## src/rtl/imem_loader.sv

```systemverilog
// imem_loader: streams a big-endian byte image into memory as 32-bit words
// through the memory's ordinary write port, holding fetch (stall) until the
// whole image has been written.
module imem_loader #(
    parameter logic [31:0] base_addr = 32'h8002_0000,
    parameter int unsigned max_words = 256
) (
    input  logic        clock,
    input  logic        reset_n,
    input  logic        start,
    input  logic [15:0] num_words,
    input  logic        byte_valid,
    input  logic [7:0]  byte_data,
    output logic        byte_ready,
    output logic [31:0] address,
    output logic [31:0] data_in,
    output logic [1:0]  access_size,
    output logic        rw,
    output logic        mem_enable,
    input  logic        busy,
    output logic        stall,
    output logic        done,
    output logic        error
);

    typedef enum logic [2:0] {
        S_IDLE,
        S_COLLECT,
        S_WRITE,
        S_WAIT,
        S_DONE,
        S_ERROR
    } state_t;

    state_t      state_q;
    state_t      state_d;
    logic [15:0] count_q;     // latched image length in words
    logic [15:0] index_q;     // word index of the word being assembled/written
    logic [1:0]  byte_cnt_q;  // byte position k within the current word
    logic [31:0] word_q;      // word buffer, first byte in [31:24]

    logic        start_ok;
    logic        too_big;
    logic        load_go;
    logic        byte_take;
    logic        last_word;
    logic [4:0]  lane_lsb;

    // start is honoured only while no load is in flight
    assign start_ok  = start && ((state_q == S_IDLE) || (state_q == S_DONE) || (state_q == S_ERROR));
    assign too_big   = 32'(num_words) > max_words;
    assign load_go   = start_ok && (num_words != 16'd0) && !too_big;
    // byte_ready is decoded from state only, so this AND is the handshake
    assign byte_take = (state_q == S_COLLECT) && byte_valid;
    assign last_word = (index_q + 16'd1) == count_q;
    // lane 3-k: inverting the 2-bit counter gives 3-k directly
    assign lane_lsb  = {~byte_cnt_q, 3'b000};

    // State register
    // NOTE: sequential state uses non-blocking assignments so every flop
    // samples the pre-edge values regardless of block ordering.
    always_ff @(posedge clock or negedge reset_n) begin
        if (!reset_n) begin
            state_q <= S_IDLE;
        end else begin
            state_q <= state_d;
        end
    end

    // Next-state decode
    // NOTE: state_d gets a default before the case so no path leaves it
    // unassigned, which would otherwise infer a latch.
    always_comb begin
        state_d = state_q;
        case (state_q)
            S_IDLE, S_DONE, S_ERROR: begin
                if (start_ok) begin
                    if (num_words == 16'd0) begin
                        state_d = S_DONE;
                    end else if (too_big) begin
                        state_d = S_ERROR;
                    end else begin
                        state_d = S_COLLECT;
                    end
                end
            end
            S_COLLECT: begin
                if (byte_take && (byte_cnt_q == 2'd3)) begin
                    state_d = S_WRITE;
                end
            end
            S_WRITE: begin
                state_d = S_WAIT;
            end
            S_WAIT: begin
                if (!busy) begin
                    state_d = last_word ? S_DONE : S_COLLECT;
                end
            end
            default: begin
                state_d = S_IDLE;
            end
        endcase
    end

    // Datapath: image length, word index, byte counter and word packing
    always_ff @(posedge clock or negedge reset_n) begin
        if (!reset_n) begin
            count_q    <= 16'd0;
            index_q    <= 16'd0;
            byte_cnt_q <= 2'd0;
            word_q     <= 32'd0;
        end else begin
            if (load_go) begin
                count_q    <= num_words;
                index_q    <= 16'd0;
                byte_cnt_q <= 2'd0;
            end
            if (byte_take) begin
                word_q[lane_lsb +: 8] <= byte_data;
                byte_cnt_q            <= byte_cnt_q + 2'd1;
            end
            if ((state_q == S_WAIT) && !busy) begin
                index_q <= index_q + 16'd1;
            end
        end
    end

    // Address follows the registered index, so it is stable through WAIT
    assign address     = base_addr + {14'd0, index_q, 2'b00};
    assign data_in     = word_q;
    assign access_size = 2'b00;

    // Output decode from the registered state
    always_comb begin
        byte_ready = 1'b0;
        mem_enable = 1'b0;
        rw         = 1'b1;
        stall      = 1'b1;
        done       = 1'b0;
        error      = 1'b0;
        case (state_q)
            S_COLLECT: byte_ready = 1'b1;
            S_WRITE: begin
                mem_enable = 1'b1;
                rw         = 1'b0;
            end
            S_DONE: begin
                done  = 1'b1;
                stall = 1'b0;
            end
            S_ERROR: error = 1'b1;
            default: ;
        endcase
    end

endmodule

```

## config.mk

```make
export PLATFORM = sky130hd
export DESIGN_NAME = imem_loader
export DESIGN_NICKNAME = d
export VERILOG_FILES = /design/src/rtl/imem_loader.sv
export SDC_FILE = /design/constraint.sdc
export NUM_CORES = 1
export LEC_CHECK = 0
export CAP_MARGIN = 20
export CORE_MARGIN = 2
export CORE_UTILIZATION = 35
export DETAILED_ROUTE_END_ITERATION = 10
export REMOVE_ABC_BUFFERS = 1
export SETUP_SLACK_MARGIN = 0.05
export SYNTH_ARGS = -nofsm -noshare
export SYNTH_HDL_FRONTEND = slang
export SYNTH_SLANG_ARGS = --single-unit
export TNS_END_PERCENT = 100
```

## constraint.sdc

```tcl
create_clock -name clock -period 2.4 [get_ports clock]
set_clock_uncertainty 0.1 [all_clocks]
set_input_delay 0.6 -clock clock [delete_from_list [all_inputs] [get_ports clock]]
set_output_delay 0.6 -clock clock [all_outputs]
set_load 0.03 [all_outputs]
```

==> impl_summary.md, run 1 <==
Status
The flow ran to the end, and the final reports show no timing, DRC or antenna violations.

Setup path
Tracing the worst setup path back leads to its startpoint at num_words[12]. The kind of end point of the critical path is a flip-flop. The cell with the largest stage delay on the worst path is sky130_fd_sc_hd__or4_4. The launching element type of the critical path is an input port. The critical path goes through dlygate4sd2_1 -> or4_4 -> nor4_4 -> buf_4 -> buf_4 -> buf_4 -> buf_4 -> buf_4 -> o211ai_1 -> a22o_1. Counting buffers and inverters, the worst setup path is 10 cells deep. The reg-to-reg critical path startpoint is index_q[1]. The arrival time of data at the critical path endpoint is 2480 ps.

The critical-path maximum fanout is 2. Counting cells, the worst reg-to-reg path comes to 7. Counting both buffers and inverters, the worst setup path holds a total of 6. The setup path with the least slack is of type in -> reg.

The gate family responsible for the most delay along the worst path is simple AND/OR/NAND/NOR gates. The biggest cell delay along the critical path is 540 ps. The worst path required time is 2530 ps. Following the worst setup path forward leads to its endpoint at state_q[2]. The cell that appears most often on the critical path is sky130_fd_sc_hd__buf_4.

The capturing point of the worst reg2reg path is state_q[2]. The setup slack of the most critical reg-to-reg path is 80 ps.

Layout
For this run, the post-layout net count is 572. Counting the fill cells in the layout gives 967. The core utilization of the finished layout is 51.9%.

The repair_antennas step left the layout with diodes totalling 0. The layout overhead on the synthesized area is 44.3%. The proportion of layout cells with a drive suffix above 1 is 22.0%.

Power and ir drop
The cell leakage power is 2.46 nW. The design draws 4.49 mW. The worst IR drop on VDD is 0.460 mV. The total power per unit cell area is 843 nW/um^2.

Clocking
Counting along the longest clock path gives a buffer depth of 2. The CTS sink count is 69. The CTS buffer count is 9. The H-tree was split into 3 levels. The CTS tree is done. The cell chosen for the clock root is sky130_fd_sc_hd__clkbuf_8. For the worst-skew pair, the clock arrives at the later sink with an insertion delay of 350 ps. The post-CTS clock slew at the launch and capture registers of the worst setup and hold paths is 80 ps. The number of buffers inserted for hold repair after clock tree synthesis is 0.

Logic synthesis
Counting distinct cell types in the post-synthesis netlist gives 47. By area the synthesized netlist is led by sky130_fd_sc_hd__dfrtp_1 47%, sky130_fd_sc_hd__nand2_1 9.0%, sky130_fd_sc_hd__o21ai_0 7.6%. By count the netlist is led by 89 x sky130_fd_sc_hd__nand2_1, 69 x sky130_fd_sc_hd__dfrtp_1, 56 x sky130_fd_sc_hd__o21ai_0. The number of enable-type register cells in the synthesized netlist is 0. The post-synthesis register bit count is 69. Sequential elements use 46.7% of the synthesized area. Summed over all instances, the cell type with the most area after synthesis is sky130_fd_sc_hd__dfrtp_1. Counting every instance in the synthesized netlist gives 404. After synthesis, the mean cell area works out to 9.14 sq um. The synthesized design devotes to its leading area cell type 46.7% of total area.

By instance count, the leading cell after synthesis is sky130_fd_sc_hd__nand2_1. In this run the cell area of the synthesized design comes to 3690 sq um. After synthesis, the share of flip-flops with an asynchronous set or reset is 100%. In the synthesized netlist the dominant register cell turns out to be sky130_fd_sc_hd__dfrtp_1. The count of warnings emitted by yosys is 0.

Floorplanning
The placeable core area is 10300 sq um. The number of top-level pins is 101. The starting density of the core is 35.9%. The number of placement rows is 37. The vertical die dimension is 107 microns.

The width of the die is 107 microns. The die covers 11400 sq um.

Job
The max-cap violation count is 0.

Min path
In this run the worst hold path is classified as in -> async.

Place
The global placer's final weighted congestion is 0.828. The count of buffers inserted at the top-level ports is 83. The wire-length estimate of the detail-placed layout is 6920 microns.

STA
The worst path needs 2350 ps of the cycle, external delays included. The total of endpoints with negative setup slack in the final report is 0. The final number of hold-violating endpoints is 0. The final critical path takes up 98.1% of the cycle. The number of pins with negative max-slew slack in the final report is 0. Hold is met by 157 ps. The highest achievable clock rate is 0.425 GHz. Setup repair after global routing could not meet its margin everywhere.

GRT
Global routing used 17.7% of the available tracks. Entering global routing, the biggest net connects 70 pins. The wire length of the first global-routing pass is 16000 microns. The sum of overflow across all layers after global routing is 0.

The initial antenna violation count was 0. The number of global-route vias before repair is 3210.

Routing
The DRC marker count from the first detailed-route iteration is 125. Dividing the detail-routed wire length by the instance count gives 14.6 microns. For this run, design rule violations remaining after detail routing come to 0. The routed via count divided by cell count is 4.94. After detailed routing, the total wire length is 9910 microns. The first detailed-routing pass took 4 iterations. For this block, the via count after detailed routing is 3347. The post-route antenna net violation count is 0.
==> repair_timing <==
action | in CTS | in global routing
cloned | 1 | 0
setup endpoints to repair | 25 | 27
setup buffers | 5 | 11
pin swaps | 1 | 15
resized for setup | 15 | 56
==> cell families (layout without fill, tap and decap cells) <==
family                   count (synthesis)  after routing  synth area share (%)
flip-flops                              69             69                  46.7
AND/OR/NAND/NOR                        172            173                  23.6
multiplexers                             9              9                  2.74
AO/OA/AOI/OAI                           81             81                  12.1
adder cells (fa/ha/maj)                  6              6                  2.03
XOR/XNOR                                24             24                  5.69
other                                    2             17                 0.203
buffers and inverters                   41            163                  6.84
==> registers in the layout (all words and copies together), names as in the netlist <==
name        cells
data_in        32
state_q         3
count_q        16
byte_cnt_q      2
index_q        16
==> worst reg2reg max path, cell delays in order, from the launching register on <==
cell                      delay [ps]
sky130_fd_sc_hd__dfrtp_1         420
sky130_fd_sc_hd__buf_4           150
sky130_fd_sc_hd__nand3_4         130
sky130_fd_sc_hd__or4_1           620
sky130_fd_sc_hd__a31oi_1         370
sky130_fd_sc_hd__nor4_4           60
sky130_fd_sc_hd__buf_4           150
sky130_fd_sc_hd__a22o_1          180
==> stage by stage <==
step | cells | TNS [ps] | worst slack [ps] | cell area (sq um)
global route | 678 | -74.2 | -31.7 | 5330
finish | 678 | 0 | 45.3 | 5330
global placement | 645 | -8430 | -318 | 4850
detailed placement | 645 | -9380 | -382 | 4850
floorplan | 386 | -7860 | -366 | 3530
CTS | 667 | 0 | 46.7 | 5090
==> layout by cell type (no fill, tap or decap), types with 8 or more instances in the layout <==
cell and n:
sky130_fd_sc_hd__and2_1 11, sky130_fd_sc_hd__buf_4 52, sky130_fd_sc_hd__clkbuf_8 10, sky130_fd_sc_hd__clkdlybuf4s50_1 64
sky130_fd_sc_hd__conb_1 17, sky130_fd_sc_hd__dfrtp_1 61, sky130_fd_sc_hd__dfrtp_2 8, sky130_fd_sc_hd__dlygate4sd2_1 9
sky130_fd_sc_hd__inv_1 8, sky130_fd_sc_hd__mux2_2 9, sky130_fd_sc_hd__nand2_1 88, sky130_fd_sc_hd__nand3_1 9
sky130_fd_sc_hd__nor2_1 16, sky130_fd_sc_hd__o21ai_0 42, sky130_fd_sc_hd__o21ai_1 13, sky130_fd_sc_hd__xnor2_1 16
==> area by class of cell <==
type / count / area, sq um / share of cell area [%]
Timing Repair Buffer: 139 / 1280 / 24.0
Inverter: 8 / 30.0 / 0.563
Clock buffer: 11 / 141 / 2.65
Sequential cell: 69 / 1740 / 32.6
Tap cell: 136 / 170 / 3.19
Clock inverter: 5 / 58.8 / 1.10
Multi-Input combinational cell: 310 / 1910 / 35.9
==> power by group <==
group / internal (mW) / leakage, nW / switching [mW]
clock network: 0.511 / 0.0959 / 0.457
logic: 0.796 / 1.43 / 1.14
registers: 1.39 / 0.928 / 0.199
total: 2.70 / 2.46 / 1.79
==> worst min path at each step <==
stage | to | slack [ps]
2_1_floorplan | byte_cnt_q[0] | 200
3_3_place_gp | data_in[21] | 360
3_5_place_dp | data_in[18] | 370
4_1_cts | data_in[6] | 180
5_1_grt | data_in[6] | 180
6_report | data_in[6] | 160
==> metal layers <==
layer	share of wire [%]	wire (microns)	track usage, %
met2	48	4720	27.2
met4	1.6	163	6.86
met5	0	0	0
met1	47	4630	25.0
met3	4.1	405	2.61
No activity file was read; power rests on OpenSTA's default activity.
==> run 2: changes to the inputs <==
CORE_UTILIZATION = 40   (was 35)
PLACE_DENSITY = 0.68   (was unset)
==> impl_summary.md, run 2 (synthesized netlist as in run 1, its figures left out) <==
STA
The final number of hold-violating endpoints is 0. The total of endpoints with negative setup slack in the final report is 0. The final period utilization is 95.7%. Setup repair after global routing left no endpoint under its margin. Adding up every negative setup slack in the final design gives 0 ps.

Timing would allow up to 0.436 GHz. The number of pins with negative max-slew slack in the final report is 0. The smallest clock period supported by the final layout is computed as 2300 ps.

Layout
The number of inserted diodes is 0. The layout has 791 filler cells. The non-filler instance count after layout is 633. The post-route cell area is 5100 sq um. The leading cell type in the layout, fill and taps excluded is sky130_fd_sc_hd__nand2_1. The proportion of layout cells with a drive suffix above 1 is 18.6%.

At the end of the flow, the number of nets in the layout was 553. The layout overhead on the synthesized area is 38.0%. In the layout the commonest cells are 89 x sky130_fd_sc_hd__nand2_1, 64 x sky130_fd_sc_hd__dfrtp_1, 61 x sky130_fd_sc_hd__clkdlybuf4s50_1. The register with the most flip-flops in the layout has 32 of them.

Routing
After detailed routing, the number of remaining DRC violations is 0. The pre-antenna-repair detailed-routing pass consisted of 4 iterations. The routed via count divided by cell count is 5.12. The wire length after detailed routing is 9260 microns. Across all layers, the routed design uses 3241 vias.

The detailed router finished its first iteration with 152 violations. In this run the remaining antenna-violating nets after routing total 0. After detailed routing, the average wire length per cell comes to 14.6 microns.

Floorplanning
The floorplan step defined a die boundary enclosing 10000 sq um. In this run the count of I/O pins placed on the die edge is 101. The initial utilization of the core area, before any placement, comes to 40.5%. The number of placement rows is 35.

Measured along the x axis, the die boundary spans 100 microns. The die is 100 microns tall. The placeable core area is 9110 sq um.

Place
At the end of routability-driven placement, the weighted congestion stood at 0.909. The number of cells in the design after placement is 614. The HPWL after detailed placement is 6610 microns. In this run the cell area measured after placement is 4760 sq um. Input and output buffers added on the ports amount to 83.

Power and ir drop
For this design the static power due to leakage is 2.40 nW. The total power per unit cell area is 833 nW/um^2. The worst IR drop on VDD is 0.612 mV. The post-route total power is 4.25 mW.

Min path
The worst hold path belongs to the class in -> async.

Clocking
The CTS sink count is 69. Clock-pin slew was measured on the worst setup and hold paths at 70 ps. Clock tree synthesis inserted a total of 9 buffers. The clock latency on the worst-skew pair is 350 ps. The cell chosen for the clock root is sky130_fd_sc_hd__clkbuf_8. The clock passes through at most 2 buffers.

In this run the number of H-tree levels came out at 3. The CTS tree is done. The number of buffers inserted for hold repair after clock tree synthesis is 0.

Setup path
The number of cells traversed by the worst register-to-register path is 8. Data on the critical path is required at its endpoint by 2520 ps. The arrival time of data at the critical path endpoint is 2410 ps. The setup slack of the most critical reg-to-reg path is 100 ps.

The critical path goes through ha_2 -> nand3_2 -> buf_4 -> xnor2_1 -> nor4_1 -> nand4_1 -> nor4_4 -> o21ai_0. The kind of end point of the critical path is a flip-flop. For this run, the slowest stage of the critical path takes 420 ps. In this run the critical register-to-register path is captured at state_q[0]. In this run the worst path has a maximum fanout of 4.

By startpoint and endpoint, the worst setup path is classified as reg -> reg. The largest individual stage delay along the critical path comes from the cell sky130_fd_sc_hd__dfrtp_2. In this run the critical register-to-register path is launched from index_q[1]. The launching element type of the critical path is a flip-flop.

Job
The max-cap violation count is 0.

GRT
The maximum number of pins on one net before global-route repair is 70. The initial antenna violation count is 0. Global routing finished with a remaining overflow of 0. Global routing used 19.0% of the available tracks.

The wire length of the first global-routing pass is 15000 microns. The number of global-route vias before repair was 3061.

Status
The run finished with clean final reports.
## run 2: cell count changes in the layout (fill, tap and decap cells not counted), moves of 4 or more
cell / change
sky130_fd_sc_hd__o21ai_2: +8
sky130_fd_sc_hd__o21ai_1: -4
sky130_fd_sc_hd__o21ai_0: -4
sky130_fd_sc_hd__dlymetal6s2s_1: +4
sky130_fd_sc_hd__and2_4: +4
sky130_fd_sc_hd__buf_4: -19
sky130_fd_sc_hd__and2_1: -4
## run 2: area by class of cell
class                           instances  area, sq um  area share, %
Sequential cell                        69         1730           34.0
Multi-Input combinational cell        310         1870           36.8
Tap cell                              111          139           2.72
Clock inverter                          5         37.5          0.736
Inverter                                8         30.0          0.589
Clock buffer                           10          128           2.50
Timing Repair Buffer                  120         1160           22.7
## run 2: power by group
| group | internal (mW) | switching (mW) | total, mW |
|---|---|---|---|
| combinational | 0.740 | 1.12 | 1.86 |
| clock | 0.372 | 0.443 | 0.815 |
| sequential | 1.39 | 0.184 | 1.58 |
| total | 2.51 | 1.74 | 4.25 |
## run 2: layer usage
layer	GRT usage, %	share of wire, %
met2	29.1	47
met4	8.96	2.4
met3	2.51	4.5
met1	26.8	46
met5	0	0
## run 2: how the worst max path moves through the flow
stage	start	endpoint	slack, ps
3_3_place_gp	num_words[5]	index_q[6]	-370
2_1_floorplan	num_words[12]	index_q[13]	-370
3_5_place_dp	num_words[12]	index_q[14]	-420
5_1_grt	num_words[5]	count_q[5]	50
4_1_cts	num_words[11]	count_q[8]	30
6_report	index_q[1]	state_q[0]	100
## run 2: critical path, delay by kind of cell, from the launching register on
| family | cells | cell delay (ps) |
|---|---|---|
| compound gates | 1 | 120 |
| flops | 1 | 420 |
| xor+xnor | 1 | 120 |
| fa+ha+maj | 1 | 230 |
| buf+inv | 1 | 180 |
| simple gates | 4 | 1010 |
## run 2: timing repair
item,4_1_cts,5_1_grt
gates resized for setup,40,33
setup buffers,3,0
gates cloned,1,1
endpoints found under the setup margin,23,44
pin swaps,11,7
## run 2: metrics by stage
stage          utilization, %  setup slack (ps)  hold slack, ps
2_1_floorplan               -              -366             204
3_3_place_gp             52.3              -366             363
3_5_place_dp             52.3              -418             373
4_1_cts                  54.8              26.4             175
5_1_grt                  56.0              46.4             181
6_report                 56.0               104             158
==> run 3: changes to the inputs <==
CORE_ASPECT_RATIO = 0.8   (was unset)
HOLD_SLACK_MARGIN = 0.06   (was unset)
==> impl_summary.md, run 3 (synthesized netlist as in run 1, its figures left out) <==
STA
On the final layout, the worst hold slack is 169 ps. The final critical delay including setup and external delays is 2420 ps. Setup violations remaining at the end of the flow were counted as 1. Of the available clock period, the critical path in the final layout requires 101%. The number of pins with negative max-slew slack in the final report is 0. After layout, the worst setup slack is -23.0 ps. Adding up every negative setup slack in the final design gives -23.0 ps. Derived from the worst setup path, the maximum achievable clock frequency is 0.413 GHz. The final number of hold-violating endpoints is 0. Setup repair after global routing could not meet its margin everywhere.

Clocking
The number of buffers inserted for hold repair after clock tree synthesis is 0. The cell chosen for the clock root is sky130_fd_sc_hd__clkbuf_16. The post-CTS clock slew at the launch and capture registers of the worst setup and hold paths is 60 ps. The CTS tree is done.

The CTS sink count is 69. TritonCTS created 9 clock buffers. The clock tree synthesis step divided the H-tree into 3 levels. The maximum number of buffers from clock root to sink is 2. The clock latency on the worst-skew pair is 330 ps.

Power and ir drop
The cell leakage power is 2.45 nW. Power spread over the standard cell area amounts to 920 nW/um^2. The worst IR drop on VDD is 0.442 mV.

The post-route total power is 4.83 mW.

Layout
The layout overhead on the synthesized area is 42.2%. The proportion of layout cells with a drive suffix above 1 is 17.8%. The number of flip-flops under the largest register name is 32. The number of inserted diodes is 0. The leading cell type in the layout, fill and taps excluded is sky130_fd_sc_hd__nand2_1. Leaving out fill and tap cells, the most frequent cells in the layout are 89 x sky130_fd_sc_hd__nand2_1, 69 x sky130_fd_sc_hd__dfrtp_1, 63 x sky130_fd_sc_hd__clkdlybuf4s50_1. The number of nets in the layout is 557. The sequential cells in the finished layout cover a total of 1730 sq um. Counting the fill cells in the layout gives 794. The multi-input combinational cells in the finished layout cover a total of 1870 sq um.

Min path
The class of the tightest hold or removal check is in -> async.

Floorplanning
The die covers 10000 sq um. The floorplan step set the die height to 90.0 microns. The initialized floorplan defines 31 standard-cell rows. The die is 111 microns wide. The placeable core area is 9000 sq um.

In this run the count of I/O pins placed on the die edge is 101. The starting density of the core is 41.0%.

Setup path
The cell with the most instances on the worst path is sky130_fd_sc_hd__nor4_4. The critical-path maximum fanout is 8. The arrival time of data at the critical path endpoint is 2590 ps. The cell with the largest stage delay on the worst path is sky130_fd_sc_hd__dfrtp_1. The number of cells on the worst reg-to-reg path is 6. The signal on the critical path passes through nand4_4 -> nor4_4 -> xnor2_1 -> or4_4 -> nor4_4 -> a22o_1. The worst path required time is 2560 ps. The capturing point of the worst reg2reg path is state_q[2].

STA classifies the critical path endpoint as a flip-flop. For this run, the slowest stage of the critical path takes 540 ps. In this run the register-to-register setup slack is -20 ps. In this run the critical register-to-register path is launched from index_q[6]. The critical path start-end classification is reg -> reg. The launching element type of the critical path is a flip-flop.

Routing
After the first detailed-routing iteration, the DRC count stood at 208. The wire length per cell is 15.0 microns. In the routed layout, each cell is associated on average with a via count of 5.17. The remaining design rule violation count is 0.

The post-route antenna net violation count is 0. The via total after detailed routing is 3322. Before antenna repair, the detailed router went through 4 iterations. Wires add up to 9660 microns.

Place
The total half-perimeter wirelength after legalization and detailed placement is 6810 microns. Routability-driven placement finished with a final weighted congestion of 0.825. During placement, the flow inserted port buffers numbering 83.

Job
The max-cap violation count is 0.

GRT
The initial antenna violation count is 0. Global routing used 19.2% of the available tracks. The maximum number of pins on one net before global-route repair is 70. The number of global-route vias before repair was 3120. The sum of overflow across all layers after global routing is 0. The first global-routing pass estimated 15700 microns of wire.

Status
The final reports fail on setup timing. The run finished, with violations left.
run 3: cell count changes in the layout (fill, tap and decap cells not counted), moves of 2 or more:
cell	delta
sky130_fd_sc_hd__dfrtp_2	-5
sky130_fd_sc_hd__clkbuf_8	-8
sky130_fd_sc_hd__clkbuf_16	+8
sky130_fd_sc_hd__dfrtp_1	+5
sky130_fd_sc_hd__buf_4	+6
sky130_fd_sc_hd__and2_4	-4
sky130_fd_sc_hd__clkdlybuf4s50_1	+2
sky130_fd_sc_hd__and2_1	+4
sky130_fd_sc_hd__and3_1	-2
run 3: power by group:
part / internal, mW / total [mW] / switching, mW
Sequential: 1.39 / 1.59 / 0.190
Clock: 0.848 / 1.38 / 0.529
Combinational: 0.755 / 1.87 / 1.11
Total: 3.00 / 4.83 / 1.83
run 3: area by class of cell:
| type | instances | share of cell area [%] |
|---|---|---|
| inverters | 8 | 0.572 |
| well taps | 115 | 2.74 |
| multi-input cells | 310 | 35.5 |
| repair buffers | 124 | 22.4 |
| clock inverters | 5 | 1.26 |
| clock buffers | 11 | 4.62 |
| flip-flops and latches | 69 | 32.9 |
run 3: stage by stage:
step | instance area [sq um] | util [%] | setup slack [ps] | instances
5_1_grt | 5250 | 58.4 | -62.7 | 642
2_1_floorplan | 3530 | - | -366 | 386
3_3_place_gp | 4790 | 53.3 | -323 | 620
6_report | 5250 | 58.4 | -23.0 | 642
3_5_place_dp | 4790 | 53.3 | -385 | 620
4_1_cts | 5140 | 57.1 | 36.3 | 639
run 3: worst max-delay path by stage:
stage,startpoint,to,cells after the start
2_1_floorplan,num_words[12],index_q[13],6
3_3_place_gp,num_words[12],index_q[6],8
3_5_place_dp,num_words[12],index_q[13],8
4_1_cts,num_words[11],index_q[8],8
5_1_grt,index_q[1],state_q[2],7
6_report,index_q[6],state_q[2],6
run 3: per-layer routing:
layer / up-vias / GRT usage [%] / routed length [microns]
met5: - / 0 / 0
met4: 0 / 6.38 / 110
met1: 1604 / 28.1 / 4660
met3: 10 / 3.44 / 526
met2: 114 / 29.0 / 4360
li1: 1594 / - / -
run 3: critical path: cells and delay by family (launching register included):
kind / cells / cell delay, ps
simple gates: 4 / 1410
flops: 1 / 540
compound gates: 1 / 180
xor+xnor: 1 / 130
run 3: what timing repair did:
action,in CTS,in global routing
gates resized for setup,20,36
gates cloned,1,0
pin swaps,1,13
setup buffers,2,3
endpoints found under the setup margin,26,28
